[src/rtl/otter_mem_pkg.sv]
// Shared types and size encodings for the OTTER memory controller.
package otter_mem_pkg;

    localparam logic [1:0] SIZE_BYTE    = 2'b00;
    localparam logic [1:0] SIZE_HALF    = 2'b01;
    localparam logic [1:0] SIZE_WORD    = 2'b10;
    localparam logic [1:0] SIZE_ILLEGAL = 2'b11;

    typedef enum logic [1:0] {
        MEM_BYTE = SIZE_BYTE,
        MEM_HALF = SIZE_HALF,
        MEM_WORD = SIZE_WORD
    } mem_size_t;

    typedef enum logic [1:0] {
        ST_IDLE,
        ST_RD_WAIT,
        ST_RESP
    } state_t;

endpackage

[src/rtl/mem_align.sv]
// Combinational byte-lane steering for stores and lane extraction/extension for loads.
module mem_align
    import otter_mem_pkg::*;
(
    input  logic [1:0]  st_size,
    input  logic [1:0]  st_offset,
    input  logic [31:0] st_data,
    output logic [3:0]  st_be,
    output logic [31:0] st_wdata,
    input  logic [1:0]  ld_size,
    input  logic [1:0]  ld_offset,
    input  logic        ld_unsigned,
    input  logic [31:0] ld_word,
    output logic [31:0] ld_data
);

    logic [7:0]  ld_byte;
    logic [15:0] ld_half;

    // Misaligned halves/words fall onto the aligned lanes because only the
    // relevant offset bits participate in the lane selection.
    always_comb begin
        st_be    = 4'b0000;
        st_wdata = st_data;
        case (st_size)
            SIZE_BYTE: begin
                st_be    = 4'b0001 << st_offset;
                st_wdata = {4{st_data[7:0]}};
            end
            SIZE_HALF: begin
                st_be    = st_offset[1] ? 4'b1100 : 4'b0011;
                st_wdata = {2{st_data[15:0]}};
            end
            SIZE_WORD: begin
                st_be    = 4'b1111;
                st_wdata = st_data;
            end
            default: begin
                st_be    = 4'b0000;
                st_wdata = st_data;
            end
        endcase
    end

    assign ld_byte = ld_word[{ld_offset, 3'b000} +: 8];
    assign ld_half = ld_word[{ld_offset[1], 4'b0000} +: 16];

    always_comb begin
        ld_data = ld_word;
        case (ld_size)
            SIZE_BYTE: ld_data = ld_unsigned ? {24'b0, ld_byte} : {{24{ld_byte[7]}}, ld_byte};
            SIZE_HALF: ld_data = ld_unsigned ? {16'b0, ld_half} : {{16{ld_half[15]}}, ld_half};
            default:   ld_data = ld_word;
        endcase
    end

endmodule

[src/rtl/mem_ctrl.sv]
// Load/store memory controller for the OTTER CPU in front of a byte-enabled block RAM.
// Define MEM_MISALIGN_TRAP_EN to reject misaligned half/word accesses instead of aligning them down.
module mem_ctrl
    import otter_mem_pkg::*;
#(
    parameter int RAM_ADDR_WIDTH = 13
) (
    input  logic                      clk,
    input  logic                      rst_n,
    input  logic                      req_valid,
    output logic                      req_ready,
    input  logic                      req_we,
    input  logic [1:0]                req_size,
    input  logic                      req_unsigned,
    input  logic [31:0]               req_addr,
    input  logic [31:0]               req_wdata,
    output logic                      rsp_valid,
    output logic [31:0]               rsp_rdata,
    output logic                      rsp_err,
    output logic                      ram_rd,
    output logic [3:0]                ram_we,
    output logic [RAM_ADDR_WIDTH-1:0] ram_addr,
    output logic [31:0]               ram_wdata,
    input  logic [31:0]               ram_rdata
);

    state_t      state;
    logic [1:0]  ld_size;
    logic [1:0]  ld_offset;
    logic        ld_unsigned;
    logic        accept;
    logic        misalign;
    logic        req_err;
    logic [3:0]  st_be;
    logic [31:0] st_wdata;
    logic [31:0] ld_data;

    assign accept    = (state == ST_IDLE) && req_valid;
    assign req_ready = (state == ST_IDLE);

`ifdef MEM_MISALIGN_TRAP_EN
    assign misalign = ((req_size == SIZE_HALF) && req_addr[0]) ||
                      ((req_size == SIZE_WORD) && (req_addr[1:0] != 2'b00));
`else
    assign misalign = 1'b0;
`endif

    assign req_err = (|req_addr[31:RAM_ADDR_WIDTH+2]) || (req_size == SIZE_ILLEGAL) || misalign;

    mem_align u_align (
        .st_size     (req_size),
        .st_offset   (req_addr[1:0]),
        .st_data     (req_wdata),
        .st_be       (st_be),
        .st_wdata    (st_wdata),
        .ld_size     (ld_size),
        .ld_offset   (ld_offset),
        .ld_unsigned (ld_unsigned),
        .ld_word     (ram_rdata),
        .ld_data     (ld_data)
    );

    // RAM strobes exist only in the accept cycle so rejected requests never touch memory.
    assign ram_rd    = !(accept && !req_we && !req_err);
    assign ram_we    = (accept && req_we && !req_err) ? st_be : 4'b0000;
    assign ram_addr  = accept ? req_addr[RAM_ADDR_WIDTH+1:2] : '0;
    assign ram_wdata = accept ? st_wdata : 32'h0;

    always_ff @(posedge clk or negedge rst_n) begin
        if (!rst_n) begin
            state       <= ST_IDLE;
            rsp_valid   <= 1'b0;
            rsp_rdata   <= 32'h0;
            rsp_err     <= 1'b0;
            ld_size     <= SIZE_WORD;
            ld_offset   <= 2'b00;
            ld_unsigned <= 1'b0;
        end else begin
            case (state)
                ST_IDLE: begin
                    rsp_valid <= 1'b0;
                    rsp_rdata <= 32'h0;
                    rsp_err   <= 1'b0;
                    if (req_valid) begin
                        if (req_err || req_we) begin
                            rsp_valid <= 1'b1;
                            rsp_err   <= req_err;
                            state     <= ST_RESP;
                        end else begin
                            ld_size     <= req_size;
                            ld_offset   <= req_addr[1:0];
                            ld_unsigned <= req_unsigned;
                            state       <= ST_RD_WAIT;
                        end
                    end
                end
                ST_RD_WAIT: begin
                    rsp_valid <= 1'b1;
                    rsp_rdata <= ld_data;
                    rsp_err   <= 1'b0;
                    state     <= ST_RESP;
                end
                ST_RESP: begin
                    rsp_valid <= 1'b0;
                    rsp_rdata <= 32'h0;
                    rsp_err   <= 1'b0;
                    state     <= ST_IDLE;
                end
                default: begin
                    rsp_valid <= 1'b0;
                    rsp_rdata <= 32'h0;
                    rsp_err   <= 1'b0;
                    state     <= ST_IDLE;
                end
            endcase
        end
    end

endmodule

[config.mk]
export PLATFORM = sky130hd
export DESIGN_NAME = mem_ctrl
export DESIGN_NICKNAME = d
export VERILOG_FILES = /design/src/rtl/otter_mem_pkg.sv /design/src/rtl/mem_align.sv /design/src/rtl/mem_ctrl.sv
export SDC_FILE = /design/constraint.sdc
export NUM_CORES = 1
export LEC_CHECK = 0
export ABC_CLOCK_PERIOD_IN_PS = 1800
export BUFFER_PORTS_ARGS = -buffer_cell sky130_fd_sc_hd__buf_4
export CORE_MARGIN = 2
export CORE_UTILIZATION = 36
export CTS_CLUSTER_DIAMETER = 40
export CTS_CLUSTER_SIZE = 28
export DETAILED_ROUTE_END_ITERATION = 8
export GPL_TIMING_DRIVEN = 0
export MAX_ROUTING_LAYER = met4
export PLACE_DENSITY = 0.87
export REMOVE_ABC_BUFFERS = 1
export SLEW_MARGIN = 5
export SYNTH_ARGS = -nofsm -noshare
export SYNTH_HDL_FRONTEND = slang
export SYNTH_SLANG_ARGS = --single-unit
[constraint.sdc]
create_clock -name clk -period 1.8 [get_ports clk]
set_clock_uncertainty 0.2 [all_clocks]
set_input_delay 0.18 -clock clk [delete_from_list [all_inputs] [get_ports clk]]
set_output_delay 0.18 -clock clk [all_outputs]
set_load 0.01 [all_outputs]
==> results of run 1 <==
power groups by stage:
stage          registers [W]  logic, W  clock network [W]
6_report            0.000929  0.000668           0.000778
2_1_floorplan       0.000947  0.000161                  0
3_5_place_dp        0.000946  0.000512                  0
3_3_place_gp        0.000945  0.000498                  0
5_1_grt             0.000930  0.000714           0.000824
4_1_cts             0.000929  0.000636           0.000788
sequential cells by signal (all words and copies together), names as in the netlist:
name,cells
ld_unsigned,1
ld_size,2
state,2
rsp_err,1
ld_offset,2
rsp_valid,1
rsp_rdata,32
cells in the mapped netlist:
library cell / number
a2111oi_4: 1
a21o_1: 16
a21oi_1: 21
a221oi_1: 9
a222oi_1: 7
a31o_2: 1
and2_1: 21
buf_1: 2
buf_6: 1
clkbuf_1: 15
dfrtp_1: 40
dfstp_2: 1
inv_1: 11
mux2_2: 5
mux2i_1: 18
nand2_1: 26
nand2b_1: 3
nand3_1: 1
nand4_1: 1
nor2_1: 40
nor2b_1: 2
nor3_1: 4
nor3b_1: 2
nor3b_2: 1
nor4_1: 4
nor4_4: 1
o21ai_0: 17
o21ai_1: 1
o21bai_1: 1
o2bb2ai_1: 1
or2_1: 1
or2_2: 1
or3_1: 3
kinds of logic (layout without fill, tap and decap cells):
logic type / count (synthesis) / in the layout / synth area share, %
buf+inv: 29 / 272 / 4.76
simple gates: 111 / 112 / 22.4
mux: 23 / 23 / 9.68
flops: 41 / 41 / 42.0
compound gates: 75 / 75 / 21.1
worst min-delay path, stage by stage:
cell and delay [ns]:
buf_4 0.13, nor2_1 0.06, nor3_1 0.12
area by class of cell:
cell class | instances | area, sq um | area share (%)
clock buffers | 6 | 82.6 | 1.68
clock inverters | 2 | 37.5 | 0.762
inverters | 11 | 45.0 | 0.914
multi-input cells | 210 | 1520 | 30.9
flip-flops and latches | 41 | 1030 | 21.0
well taps | 80 | 100 | 2.03
repair buffers | 253 | 2110 | 42.8
through the flow:
stage,instance area [sq um],worst slack (ns),power (W)
finish,4930,-0.390,0.00238
global route,4930,-0.458,0.00247
CTS,4710,-0.373,0.00235
detailed placement,3880,-0.734,0.00146
global placement,3870,-1.26,0.00144
floorplan,2370,-0.574,0.00111
what timing repair did:
item / 4_1_cts / 5_1_grt
resized for setup: 48 / 32
pin swaps: 8 / 13
buffers inserted: 18 / 9
setup endpoints to repair: 84 / 87
hold buffers: 37 / 0
gates cloned: 2 / 0
endpoints found under the hold margin: 76 / 0
how the worst max path moves through the flow:
stage / from / to / slack [ns] / depth (start not counted)
finish: state[0] / ram_we[1] / -0.39 / 6
global route: state[0] / ram_we[1] / -0.46 / 6
CTS: state[0] / ram_we[1] / -0.37 / 6
detailed placement: ld_offset[1] / rsp_rdata[23] / -0.73 / 4
global placement: state[1] / ram_we[0] / -1.26 / 5
floorplan: state[1] / ram_we[0] / -0.57 / 4
routing by layer:
layer | share of wire [%] | global-route usage [%] | up-vias
met1 | 37 | 28.5 | 1542
met3 | 5.9 | 3.62 | 26
met5 | 0 | - | -
met2 | 54 | 49.0 | 159
li1 | - | - | 1466
met4 | 3.4 | 10.5 | 0
==> results.md, run 1 <==
* Outcome: complete, but fails checks
* Violated checks: setup timing
* Non-filler cells, final at 603
* Final Slew Violations at 0
* CTS Sinks at 41
* Synth Instances at 279
* Setup crit start kind: flip-flop
* Initial antenna violation count at 0
* Max Buffers Root-to-Sink at 2
* Die width at 86.4 microns
* N_diodes at 0
* HP Start: req_valid
* Power share of the clock group at 32.8%
* Final hold violations at 0
* DIE HEIGHT at 86.4 microns
* Layout cell share with drive strength beyond 1 at 54.5%
* Worst-Margin Slew at 0.581 ns
* Reg-to-Reg Start: state[1]
* Worst Setup End Kind: output pin
* CP top delay family: simple AND/OR/NAND/NOR gates
* Post-Route Setup TNS at -11.76 ns
* FF+latch count, synth at 41
* Initial core utilization at 36.6%
* # rows at 30
* Crit Reg-Reg Endpoint: ld_unsigned
* Slowest CP cell: dfrtp_2
* Slowest stage delay, CP at 0.45 ns
* ANT nets after route at 0
* Worst path arrival time at 1.81 ns
* CTS tree: built
* Detailed-route via count at 3193
* Gate power share at 28.1%
* IO Count at 188
* Clk slew on worst S/H paths at 0.08 ns
* WL/cell at 17.8 microns
* Die area at 0.00746 sq mm
* Worst-Skew Late Latency at 0.29 ns
* Reg2reg setup slack at -0.19 ns
* Max-cap violations at 0
* Cts bufs inserted at 5
* Clk root buf: clkbuf_8
* Int Pwr at 0.00176 W
* Syn Area/Cell at 8.76 sq um
* Final WS setup at -0.390 ns
* Synth area leader: dfrtp_1
* PD cells at 482 mW/mm^2
* Synth cell types at 33
* Commonest non-fill, non-tap cells in the layout: buf_4 (193), nor2_1 (38), dlygate4sd3_1 (37)
* Post-Place Cells at 529
* Worst hold path type: in -> reg
* Final setup viols at 75
* I/O Buffers at 187
* GR Overflow Total at 0
* Kind of critical path: reg -> out
* Switching share of power at 25.8%
* Detailed Route Iter0 Violations at 175
* RSZ-0062 raised after global routing: true
* Final Core Density at 73.7%
* Sequential share of the synthesized area at 42.0%
* Detailed Place HPWL at 6.66 mm
* Synthesized cell area at 0.00244 sq mm
* Crit path max fanout at 4
* Lkg Pwr at 2.59 nW
* H-Tree Depth at 2
* Sequential share of power at 39.1%
* Filler Cell Count at 450
* Hold Slack at 0.0440 ns
* Worst hold stages at 3
* Top-area cell type share of the netlist area at 41.0%
* Vias in the first global route at 3189
* Synth Warn # at 0
* Synth area leaders: dfrtp_1 (41%), mux2i_1 (7.4%), nor2_1 (6.1%)
* Final wirelength at 10.7 mm
* Pre-antenna DRT Iters at 6
* Maximum clock rate at 0.457 GHz
* Slew headroom at 61.2%
* Pin count of the biggest net entering global routing at 42
* Area grow syn2layout at 102%
* GP Congestion at 0.865
* Worst hold endpoint: state[1]
* DR DRC count at 0
* Sw power at 0.000612 W
* Vias per inst at 5.30
* Tmin final at 2.19 ns
* R2R cell count at 5
* First-pass GRT wire length at 15.4 mm
* Tcrit/Tclk final at 122%
* Worst EP required at 1.42 ns
* Tot GR Track Use at 26.6%
* Peak VDD IR at 0.000272 V
* Most common cell after layout, fill and taps aside: buf_4
* Nets at 625
* CP bufs+invs at 2
* Critical-path cell list: nor3b_4 -> buf_6 -> nand3_2 -> or3_4 -> a21oi_2 -> buf_4
* Core area at 0.00668 sq mm
Power figures use the tool's default switching activity.
==> run 2, diff against run 1 <==
- CORE_ASPECT_RATIO: unset -> 0.9
==> results.md, run 2 (synthesized netlist as in run 1, its figures left out) <==
* IO Count at 188
* Tcrit/Tclk final at 119%
* N_diodes at 0
* Worst-Skew Late Latency at 0.30 ns
* Post-Route Setup TNS at -11.63 ns
* Pre-antenna DRT Iters at 5
* Worst EP required at 1.42 ns
* Switching share of power at 25.6%
* R2R cell count at 5
* Filler Cell Count at 420
* Layout cell share with drive strength beyond 1 at 55.5%
* PD cells at 504 mW/mm^2
* GP Congestion at 0.919
* Peak VDD IR at 0.000304 V
* Detailed Place HPWL at 6.77 mm
* Die area at 0.00746 sq mm
* Slew headroom at 59.7%
* HP Start: req_valid
* Pin count of the biggest net entering global routing at 42
* Die width at 90.8 microns
* Crit path max fanout at 4
* Int Pwr at 0.00188 W
* DIE HEIGHT at 82.2 microns
* Final wirelength at 12.2 mm
* Vias per inst at 5.56
* Most flops, register: rsp_rdata
* Worst-Margin Slew at 0.602 ns
* Cell Area, Placed at 0.00390 sq mm
* Outcome: complete, but fails checks
* CTS tree: built
* CTS Sinks at 41
* Cts bufs inserted at 5
* Final setup viols at 81
* Max Buffers Root-to-Sink at 2
* Design Area, Final at 0.00502 sq mm
* Detailed Route Iter0 Violations at 267
* Reg2reg setup slack at -0.24 ns
* Tot GR Track Use at 26.9%
* Lkg Pwr at 2.61 nW
* Sequential share of power at 36.7%
* Final WS setup at -0.347 ns
* Crit path from: state[1]
* Tmin final at 2.15 ns
* I/O Buffers at 187
* Max reg flops at 32
* Detailed-route via count at 3385
* GR Overflow Total at 0
* RSZ-0062 raised after global routing: true
* Maximum clock rate at 0.466 GHz
* Gate power share at 28.0%
* Nets at 621
* DR DRC count at 0
* Area grow syn2layout at 106%
* Final Slew Violations at 0
* Setup crit start kind: flip-flop
* Kind of critical path: reg -> out
* Core area at 0.00659 sq mm
* Power share of the clock group at 35.3%
* Sw power at 0.000648 W
* Initial antenna violation count at 0
* Vias in the first global route at 3109
* Worst Setup End Kind: output pin
* CP Capture Point: ram_we[0]
* Clk root buf: clkbuf_8
* Crit Reg-Reg Endpoint: rsp_rdata[23]
* # rows at 28
* Worst hold path type: in -> reg
* Initial core utilization at 37.1%
* Max-cap violations at 0
* Worst hold stages at 3
* Clk slew on worst S/H paths at 0.08 ns
* Reg-to-Reg Start: ld_size[1]
* First-pass GRT wire length at 15.5 mm
* ANT nets after route at 0
* Most common cell after layout, fill and taps aside: buf_4
* Worst path arrival time at 1.77 ns
* WL/cell at 20.0 microns
* Commonest non-fill, non-tap cells in the layout: buf_4 (182), nor2_1 (38), dlygate4sd3_1 (37)
* H-Tree Depth at 2
* Final hold violations at 0
* Violated checks: setup timing
## run 2: changes by cell type in the layout (fill, tap and decap cells not counted), moves of 3 or more
cell and change:
buf_4 -11, o21ai_0 -7, buf_6 +6, o21ai_1 +5, nor4_1 -3, nor4_2 +3
## run 2: how the worst min path moves through the flow
stage | to | slack [ns]
after floorplan | ld_offset[0] | -0.32
after global placement | rsp_rdata[27] | -0.02
after detailed placement | rsp_rdata[27] | -0.01
after CTS | rsp_valid | 0.02
after global routing | rsp_valid | 0.08
final | rsp_valid | 0.07
## run 2: layout make-up
type                    instances  area, sq um  share of cell area [%]
well taps                      90          113                    2.24
repair buffers                250         2130                    42.4
flip-flops and latches         41         1040                    20.6
clock buffers                   5         68.8                    1.37
clock inverters                 3         65.1                    1.30
inverters                      11         43.8                   0.872
multi-input cells             209         1570                    31.2
## run 2: metal layers
metal / global-route usage [%] / vias up / routed length (microns)
met3: 5.54 / 57 / 885
li1: - / 1459 / -
met2: 48.2 / 210 / 6240
met1: 30.9 / 1659 / 4540
met5: - / - / 0
met4: 8.64 / 0 / 527
## run 2: power by group through the flow
stage	logic (W)	registers (W)	clock network, W
3_5_place_dp	0.000512	0.000946	0
6_report	0.000709	0.000929	0.000892
4_1_cts	0.000592	0.000929	0.000876
2_1_floorplan	0.000161	0.000947	0
5_1_grt	0.000749	0.000930	0.000948
3_3_place_gp	0.000497	0.000945	0
## run 2: what timing repair did
| action | in CTS | in global routing |
|---|---|---|
| resized for setup | 29 | 80 |
| cloned | 0 | 3 |
| endpoints found under the hold margin | 76 | 0 |
| setup endpoints to repair | 87 | 87 |
| buffers inserted | 14 | 9 |
| pin swaps | 6 | 34 |
| hold buffers | 37 | 0 |
## run 2: through the flow
step | hold slack [ns] | instances | total power, W | util [%] | worst slack, ns
3_3_place_gp | -0.0169 | 538 | 0.00144 | 59.0 | -1.27
3_5_place_dp | -0.0137 | 539 | 0.00146 | 59.2 | -0.736
5_1_grt | 0.0811 | 609 | 0.00263 | 76.3 | -0.401
6_report | 0.0717 | 609 | 0.00253 | 76.3 | -0.347
4_1_cts | 0.0232 | 597 | 0.00240 | 70.0 | -0.275
2_1_floorplan | -0.316 | 261 | 0.00111 | - | -0.574
## run 2: critical path: stages, from the launching register on
cell and delay (ns):
dfrtp_2 0.46, nor3b_4 0.21, nand3_1 0.09, or3_4 0.37, a21oi_2 0.17, buf_4 0.16
